File: config.mk
export PLATFORM = sky130hd
export DESIGN_NAME = debug_ctrl
export DESIGN_NICKNAME = d
export VERILOG_FILES = /design/src/rtl/debug_ctrl_pkg.sv /design/src/rtl/debug_ctrl_edge_detect.sv /design/src/rtl/debug_ctrl.sv
export SDC_FILE = /design/constraint.sdc
export NUM_CORES = 1
export LEC_CHECK = 0
export ABC_AREA = 1
export BUFFER_PORTS_ARGS = -buffer_cell sky130_fd_sc_hd__buf_2
export CORE_ASPECT_RATIO = 0.9
export CORE_MARGIN = 4
export CORE_UTILIZATION = 45
export CTS_CLUSTER_DIAMETER = 40
export DETAILED_ROUTE_END_ITERATION = 6
export PLACE_DENSITY = 0.84
export SYNTH_ARGS = -nofsm -noshare
export SYNTH_HDL_FRONTEND = slang
export SYNTH_SLANG_ARGS = --single-unit
File: constraint.sdc
create_clock -name clk -period 4.5 [get_ports clk]
set_input_delay 1.125 -clock clk [delete_from_list [all_inputs] [get_ports clk]]
set_output_delay 1.125 -clock clk [all_outputs]
set_load 0.005 [all_outputs]
File: src/rtl/debug_ctrl_pkg.sv
// rtl/debug_ctrl_pkg.sv - shared state encodings and widths for the debug controller
package debug_ctrl_pkg;

    typedef enum logic [1:0] {
        ST_HALT = 2'd0,
        ST_RUN  = 2'd1,
        ST_STEP = 2'd2,
        ST_CONT = 2'd3
    } dbg_state_e;

    localparam int STEP_LEFT_W  = 8;
    localparam int STEP_COUNT_W = 16;

endpackage

File: src/rtl/debug_ctrl_edge_detect.sv
// rtl/debug_ctrl_edge_detect.sv - rising-edge detector on a debounced level
module edge_detect (
    input  logic clk,
    input  logic rst,
    input  logic sig_i,
    output logic rise_o
);

    logic sig_q;

    // History resets high so a level held through reset never looks like an edge.
    always_ff @(posedge clk) begin
        if (rst) begin
            sig_q <= 1'b1;
        end else begin
            sig_q <= sig_i;
        end
    end

    assign rise_o = sig_i & ~sig_q;

endmodule

File: src/rtl/debug_ctrl.sv
// rtl/debug_ctrl.sv - CPU halt/run/step/continue-to-breakpoint controller
module debug_ctrl
    import debug_ctrl_pkg::*;
#(
    parameter int ADDR_W   = 32,
    parameter int STEP_LEN = 1
) (
    input  logic                    clk,
    input  logic                    rst,
    input  logic                    debug_en,
    input  logic                    step_btn,
    input  logic                    cont_btn,
    input  logic                    bp_valid,
    input  logic [ADDR_W-1:0]       bp_addr,
    input  logic [ADDR_W-1:0]       inst_addr,
    output logic                    cpu_en,
    output logic                    halted,
    output logic                    bp_hit,
    output logic [1:0]              state,
    output logic [STEP_COUNT_W-1:0] step_count
);

    localparam logic [STEP_LEFT_W-1:0] STEP_LEN_V = STEP_LEFT_W'(STEP_LEN);

    logic                    step_rise;
    logic                    cont_rise;
    logic                    bp_match;
    dbg_state_e              state_q;
    logic [STEP_LEFT_W-1:0]  step_left_q;
    logic                    cont_first_q;
    logic                    bp_hit_q;
    logic [STEP_COUNT_W-1:0] step_count_q;

    edge_detect u_step_edge (
        .clk    (clk),
        .rst    (rst),
        .sig_i  (step_btn),
        .rise_o (step_rise)
    );

    edge_detect u_cont_edge (
        .clk    (clk),
        .rst    (rst),
        .sig_i  (cont_btn),
        .rise_o (cont_rise)
    );

    assign bp_match = bp_valid && (inst_addr == bp_addr);

    always_ff @(posedge clk) begin
        if (rst) begin
            state_q      <= ST_HALT;
            step_left_q  <= '0;
            cont_first_q <= 1'b0;
            bp_hit_q     <= 1'b0;
            step_count_q <= '0;
        end else begin
            case (state_q)
                ST_HALT: begin
                    if (!debug_en) begin
                        state_q  <= ST_RUN;
                        bp_hit_q <= 1'b0;
                    end else if (step_rise) begin
                        state_q      <= ST_STEP;
                        step_left_q  <= STEP_LEN_V;
                        step_count_q <= step_count_q + 1'b1;
                        bp_hit_q     <= 1'b0;
                    end else if (cont_rise) begin
                        state_q      <= ST_CONT;
                        cont_first_q <= 1'b1;
                        bp_hit_q     <= 1'b0;
                    end
                end
                ST_RUN: begin
                    if (bp_match) begin
                        state_q  <= ST_HALT;
                        bp_hit_q <= 1'b1;
                    end else if (debug_en) begin
                        state_q <= ST_HALT;
                    end
                end
                ST_STEP: begin
                    step_left_q <= step_left_q - 1'b1;
                    if (step_left_q <= STEP_LEFT_W'(1)) begin
                        state_q <= ST_HALT;
                    end
                end
                ST_CONT: begin
                    cont_first_q <= 1'b0;
                    // The first cycle may sit on the breakpointed PC we resumed from.
                    if (bp_match && !cont_first_q) begin
                        state_q  <= ST_HALT;
                        bp_hit_q <= 1'b1;
                    end else if (!debug_en) begin
                        state_q <= ST_RUN;
                    end
                end
                default: state_q <= ST_HALT;
            endcase
        end
    end

    assign cpu_en     = (state_q != ST_HALT);
    assign halted     = (state_q == ST_HALT);
    assign bp_hit     = bp_hit_q;
    assign state      = state_q;
    assign step_count = step_count_q;

endmodule

# After elaboration in Yosys (flattened, before gate mapping)
# Index checks and enable logic that the tools add are counted.
[op_classes]
n_mux = 22
n_bitwise = 4
eq_ne = 14
reduce_logical = 13
n_lt_le_gt_ge = 1
n_addsub = 2
[op_table]
columns = ["operator", "n"]
rows = [
  ["32-bit equality test", 1],
  ["16-bit by 1-bit adder with 16-bit output, second input constant", 1],
  ["2-bit 2-to-1 mux", 8],
  ["8-bit 2-to-1 mux", 2],
  ["8-bit case mux with 2 select lines", 1],
  ["4-bit AND reduction", 3],
  ["2-bit != test, second input constant", 5],
  ["8-bit by 1-bit less-or-equal comparator with 1-bit output, second input constant", 1],
  ["1-bit 2-to-1 mux", 8],
  ["2-bit case mux with 4 select lines", 1],
  ["8-bit by 1-bit subtractor with 8-bit output, second input constant", 1],
  ["3-bit != test, second input constant", 2],
  ["3-bit AND reduction", 2],
  ["2-bit nonzero test", 3],
  ["2-bit equality test, second input constant", 2],
  ["2-bit by 1-bit != test with 1-bit output, second input constant", 2],
  ["4-bit by 2-bit != test with 1-bit output, second input constant", 1],
  ["1-bit case mux with 3 select lines", 1],
  ["3-bit nonzero test", 1],
  ["1-bit AND", 2],
  ["2-bit by 1-bit equality test with 1-bit output, second input constant", 1],
  ["1-bit logical AND", 2],
  ["2-bit zero test", 1],
  ["1-bit inverter", 2],
  ["other kinds (2)", 2],
]
[totals]
regBits = 30
out_inout_bits = 21

# Depth between registers and ports, before layout
[logic_depth]
ltp_word = 6
depth_mapped = 14

# Cells and area by module
# From an unflattened synthesis, not the netlist that was laid out.
[unflattened]
hier_cells = 391
hier_area_um2 = 2260.9
[modules_own_cells]
columns = ["module", "cells_each", "instances", "area_each_um2"]
rows = [
  ["debug_ctrl", 381, 1, 2185.8],
  ["edge_detect", 5, 2, 37.5],
]

# Worst setup path before layout
# Ideal clock, no wire load.
[synth_path]
path_type = "input to register"
startpoint = "input step_btn"
endpoint = "register step_left_q[6]"
path_slack_ns = 2.213
arrival_time_ns = 2.167
required_ns = 4.381
cell_stages = 9
n_path_buf = 0
cell_sequence = "inv_1 nor2_2 inv_1 o21ai_1 nand3_1 nor3_1 nand2_1 o21ai_0 a21oi_1"
[synth_between]
elab_chain_cells = 3
[synth_rtl]
columns = ["element", "line", "rtl"]
rows = [
  ["from (decl)", "debug_ctrl.sv:11", "input logic step_btn,"],
  ["1-bit AND", "debug_ctrl_edge_detect.sv:20", "assign rise_o = sig_i & ~sig_q;"],
  ["2-bit by 1-bit != test with 1-bit output (no source line)", "-", ""],
  ["3-bit AND reduction (no source line)", "-", ""],
  ["to (signal assigned)", "debug_ctrl.sv:83", "step_left_q <= step_left_q - 1'b1;"],
  ["to (decl)", "debug_ctrl.sv:29", "logic [STEP_LEFT_W-1:0] step_left_q;"],
]
# No other way between the ends.
# A chain may end at the register's enable or synchronous reset.

# Worst setup path after layout
[layout_path]
startpoint = "input step_btn"
endpoint = "register step_left_q[7]"
# Same word-level chain as after synthesis.

==> metrics.md <==
| Metric | Value |
|---|---|
| Routed via count | `2242` |
| Critical path launch point type | `input pin` |
| Hold WS | `between 0.4 and 0.5 ns` |
| Clock sink count | `30` |
| Drt initial violations | `95` |
| Nets | `~510` |
| Multi-input logic area | `1150 µm²` |
| Syn Area/Cell | `5.96 µm²` |
| Longest Clk Path Bufs | `2` |
| Clock skew | `0.00713 ns` |
| Yosys top cell area share | `0.294` |
| Final hold vios | `0` |
| Mapped Area | `2040 µm²` |
| # setup viols final | `0` |
| Psw | `359 µW` |
| Cts hold-fix bufs | `0` |
| Worst EP arrival | `2.46 ns` |
| Layout filler cell count | `around 410` |
| Finished Core Util | `0.626` |
| Register area | `601 µm²` |
| Post-detailed-route count of antenna-violating nets | `0` |
| Placed instance count | `491` |
| I/O Buffers | `90` |
| GR Overflow Total | `0` |
| Hold Path Class | `reg2reg` |
| Total power | `958 µW` |
| # Max-Cap Violations | `0` |
| Required @ worst endpoint | `4.67 ns` |
| Worst setup path start | `step_btn` |
| Register area share after synthesis | `0.294` |
| Share of power burned in combinational logic | `0.398` |
| Die H | `71.9 µm` |
| Io pins | `roughly 90` |
| Register bit total from synthesis | `30` |
| Cell accounting for the most synthesized area | `dfxtp_1` |
| Setup Buffers After CTS | `0` |
| Clk Latency, worst-skew pair | `0.28 ns` |
| Post-route insts no fill | `499` |
| Layout cell share with drive strength beyond 1 | `0.262` |
| Final Slew Violations | `0` |
| Worst setup EP type | `flop` |
| Die area | `5680 µm²` |
| Die X | `79.0 µm` |
| Hold path cells | `2` |
| N_diodes | `0` |
| YS warnings | `0` |
| Outcome | `finished clean` |
| Vias in the first global route | `2067` |
| TritonCTS Buffers | `5` |
| Area grow syn2layout | `29.8%` |
| Slew margin rel. | `0.701` |
| H-tree depth | `2` |
| DR DRC count | `0` |
| Launch point of the worst reg-to-reg path | `step_count[0]` |
| First-pass GRT wire length | `8470 µm` |
| Worst path max stage delay | `between 0.2 and 0.25 ns` |
| Post-route clock period utilization | `0.510` |
| Synth cell types | `28` |
| Largest net degree at the start of global routing | `14` |
| Drt first pass iters | `4` |
| Routed wire length | `between 4000 and 5000 µm` |
| Cells after Synth | `343` |
| GR Util All Layers | `0.180` |
| CP max FO | `3` |
| Min cycle time layout | `2.29 ns` |
| Clock network fraction of total power | `0.230` |
| Vias per cell | `4.49` |
| CTS clk-pin slew, worst paths | `0.06 ns` |
| RSZ-0062 raised after global routing | `false` |
| DP HPWL | `4080 µm` |
| Leak Pwr | `1.47 nW` |
| Critical Path, Cell by Cell | `buf_2 > inv_1 > nor2_2 > inv_1 > o21ai_1 > nand2_1 > nor2_1 > nand2_1 > nor2_1 > nand3_1 > o21ai_1 > a21oi_1` |
| Top cells by area, synth | `dfxtp_1 (29%), nand2_1 (17%), inv_1 (13%), nor2_1 (9.0%), a21oi_1 (4.4%)` |
| Pwr Density | `about 360 nW/µm²` |
| Sw frac | `0.375` |
| Core area | `roughly 4200 µm²` |
| Standard-cell row count | `22` |
| Sequential share of power | `0.371` |
| Post-Synthesis Net Count | `around 420` |
| Post-route setup TNS | `0 ns` |
| Max rail drop VDD | `0.218 mV` |
| Post-CTS Resized | `0` |
| CTS tree | `built` |
| Hold_sp | `bp_hit` |
| Clock root cell | `clkbuf_8` |
| Gpl congestion | `0.895` |
| Slowest CP cell | `o21ai_1` |
| Pint | `599 µW` |
| Initial antenna violation count | `0` |
| Reg2Reg Depth | `8` |
| Mean routed wirelength per cell | `9.85 µm` |
| Initial Util | `0.482` |
| Crit Path Category | `in2reg` |
| Worst slew pin tran | `between 0.4 and 0.5 ns` |
| Max Clk Rate | `between 400 and 500 MHz` |
-- synthesized netlist by cell type --
cell type   n
o21ai_1     5
nand3_2     1
nor4_1      1
nor2_4      5
a31oi_1     1
inv_2       2
nand4_2     1
nor2_1     49
xor2_1      5
o2bb2ai_1   1
nor2_2      2
nand4_1     3
xnor2_1     7
or2_2       4
nand2_4     1
nor3_1      5
nand3_1    12
a21oi_1    18
o21ai_0    12
nand2_2     2
nor3b_1     1
dfxtp_1    30
o21a_1      3
nand2_1    93
ha_1        3
inv_1      73
clkbuf_1    2
a211oi_1    1
-- through the flow --
stage	worst slack (ns)	instance area (µm²)
3_3_place_gp	2.03	2560
4_1_cts	2.20	2650
5_1_grt	1.90	2650
2_1_floorplan	2.21	2040
3_5_place_dp	1.91	2560
6_report	2.21	2650
-- layer usage --
metal | routed length, µm | share of wire | vias to the layer above | global-route usage
li1 | - | - | 1228 | -
met1 | 2210 | 0.45 | 950 | 0.221
met4 | 66 | 0.013 | 0 | 0.0477
met5 | 0 | 0 | - | 0
met2 | 2330 | 0.47 | 54 | 0.315
met3 | 311 | 0.063 | 10 | 0.0422
-- layout make-up --
cell class	instances	share of cell area
sequential	30	0.226
inverter	75	0.106
timing repair buffer	90	0.170
multi-input combinational	236	0.435
clock inverter	1	0.00189
tap	60	0.0283
clock buffer	7	0.0325
-- worst paths after layout --
kind	to	slack, ns
setup / recovery	step_left_q[7]	2.21
hold / removal	bp_hit	0.45
setup reg to reg	step_count[12]	2.62
hold reg to reg	bp_hit	0.45
-- power by group through the flow --
stage | Clock, mW | Sequential [mW] | Combinational (mW)
2_1_floorplan | 0 | 0.354 | 0.267
3_3_place_gp | 0 | 0.358 | 0.364
3_5_place_dp | 0 | 0.360 | 0.380
4_1_cts | 0.228 | 0.355 | 0.382
5_1_grt | 0.238 | 0.363 | 0.441
6_report | 0.221 | 0.356 | 0.381
-- placed cells by master, fill, tap and decap left out --
cell type,n
o21ai_1,5
inv_2,2
nor2_1,49
ha_1,3
nand3_1,12
dfxtp_1,30
nand4_2,1
xnor2_1,7
clkinv_2,1
nand2_4,1
xor2_1,5
a211oi_1,1
nor3b_1,1
nand2_2,2
inv_1,73
nor3_1,5
nand2_1,93
nand4_1,3
nor4_1,1
buf_2,90
clkbuf_1,1
nor2_4,5
clkbuf_8,6
o2bb2ai_1,1
o21ai_0,12
nor2_2,2
o21a_1,3
or2_2,4
a31oi_1,1
a21oi_1,18
nand3_2,1
-- cell families after synthesis --
logic type / share of synthesized area
AND/OR/NAND/NOR: 0.387
buffers and inverters: 0.141
AO/OA/AOI/OAI: 0.108
flip-flops: 0.294
XOR/XNOR: 0.0514
adder cells (fa/ha/maj): 0.0184
-- critical path, delay by kind of cell --
family | cells | cell delay [ns]
AOI/OAI and AO/OA | 3 | 0.39
buffers and inverters | 3 | 0.20
and+or+nand+nor | 6 | 0.74
-- state kept, by name, summed over array words and instances (netlist names) --
| signal | flops |
|---|---|
| bp_hit | 1 |
| cont_first_q | 1 |
| state | 2 |
| step_count | 16 |
| step_left_q | 8 |
| u_cont_edge.sig_q | 1 |
| u_step_edge.sig_q | 1 |
(Power assumes the default switching activity.)
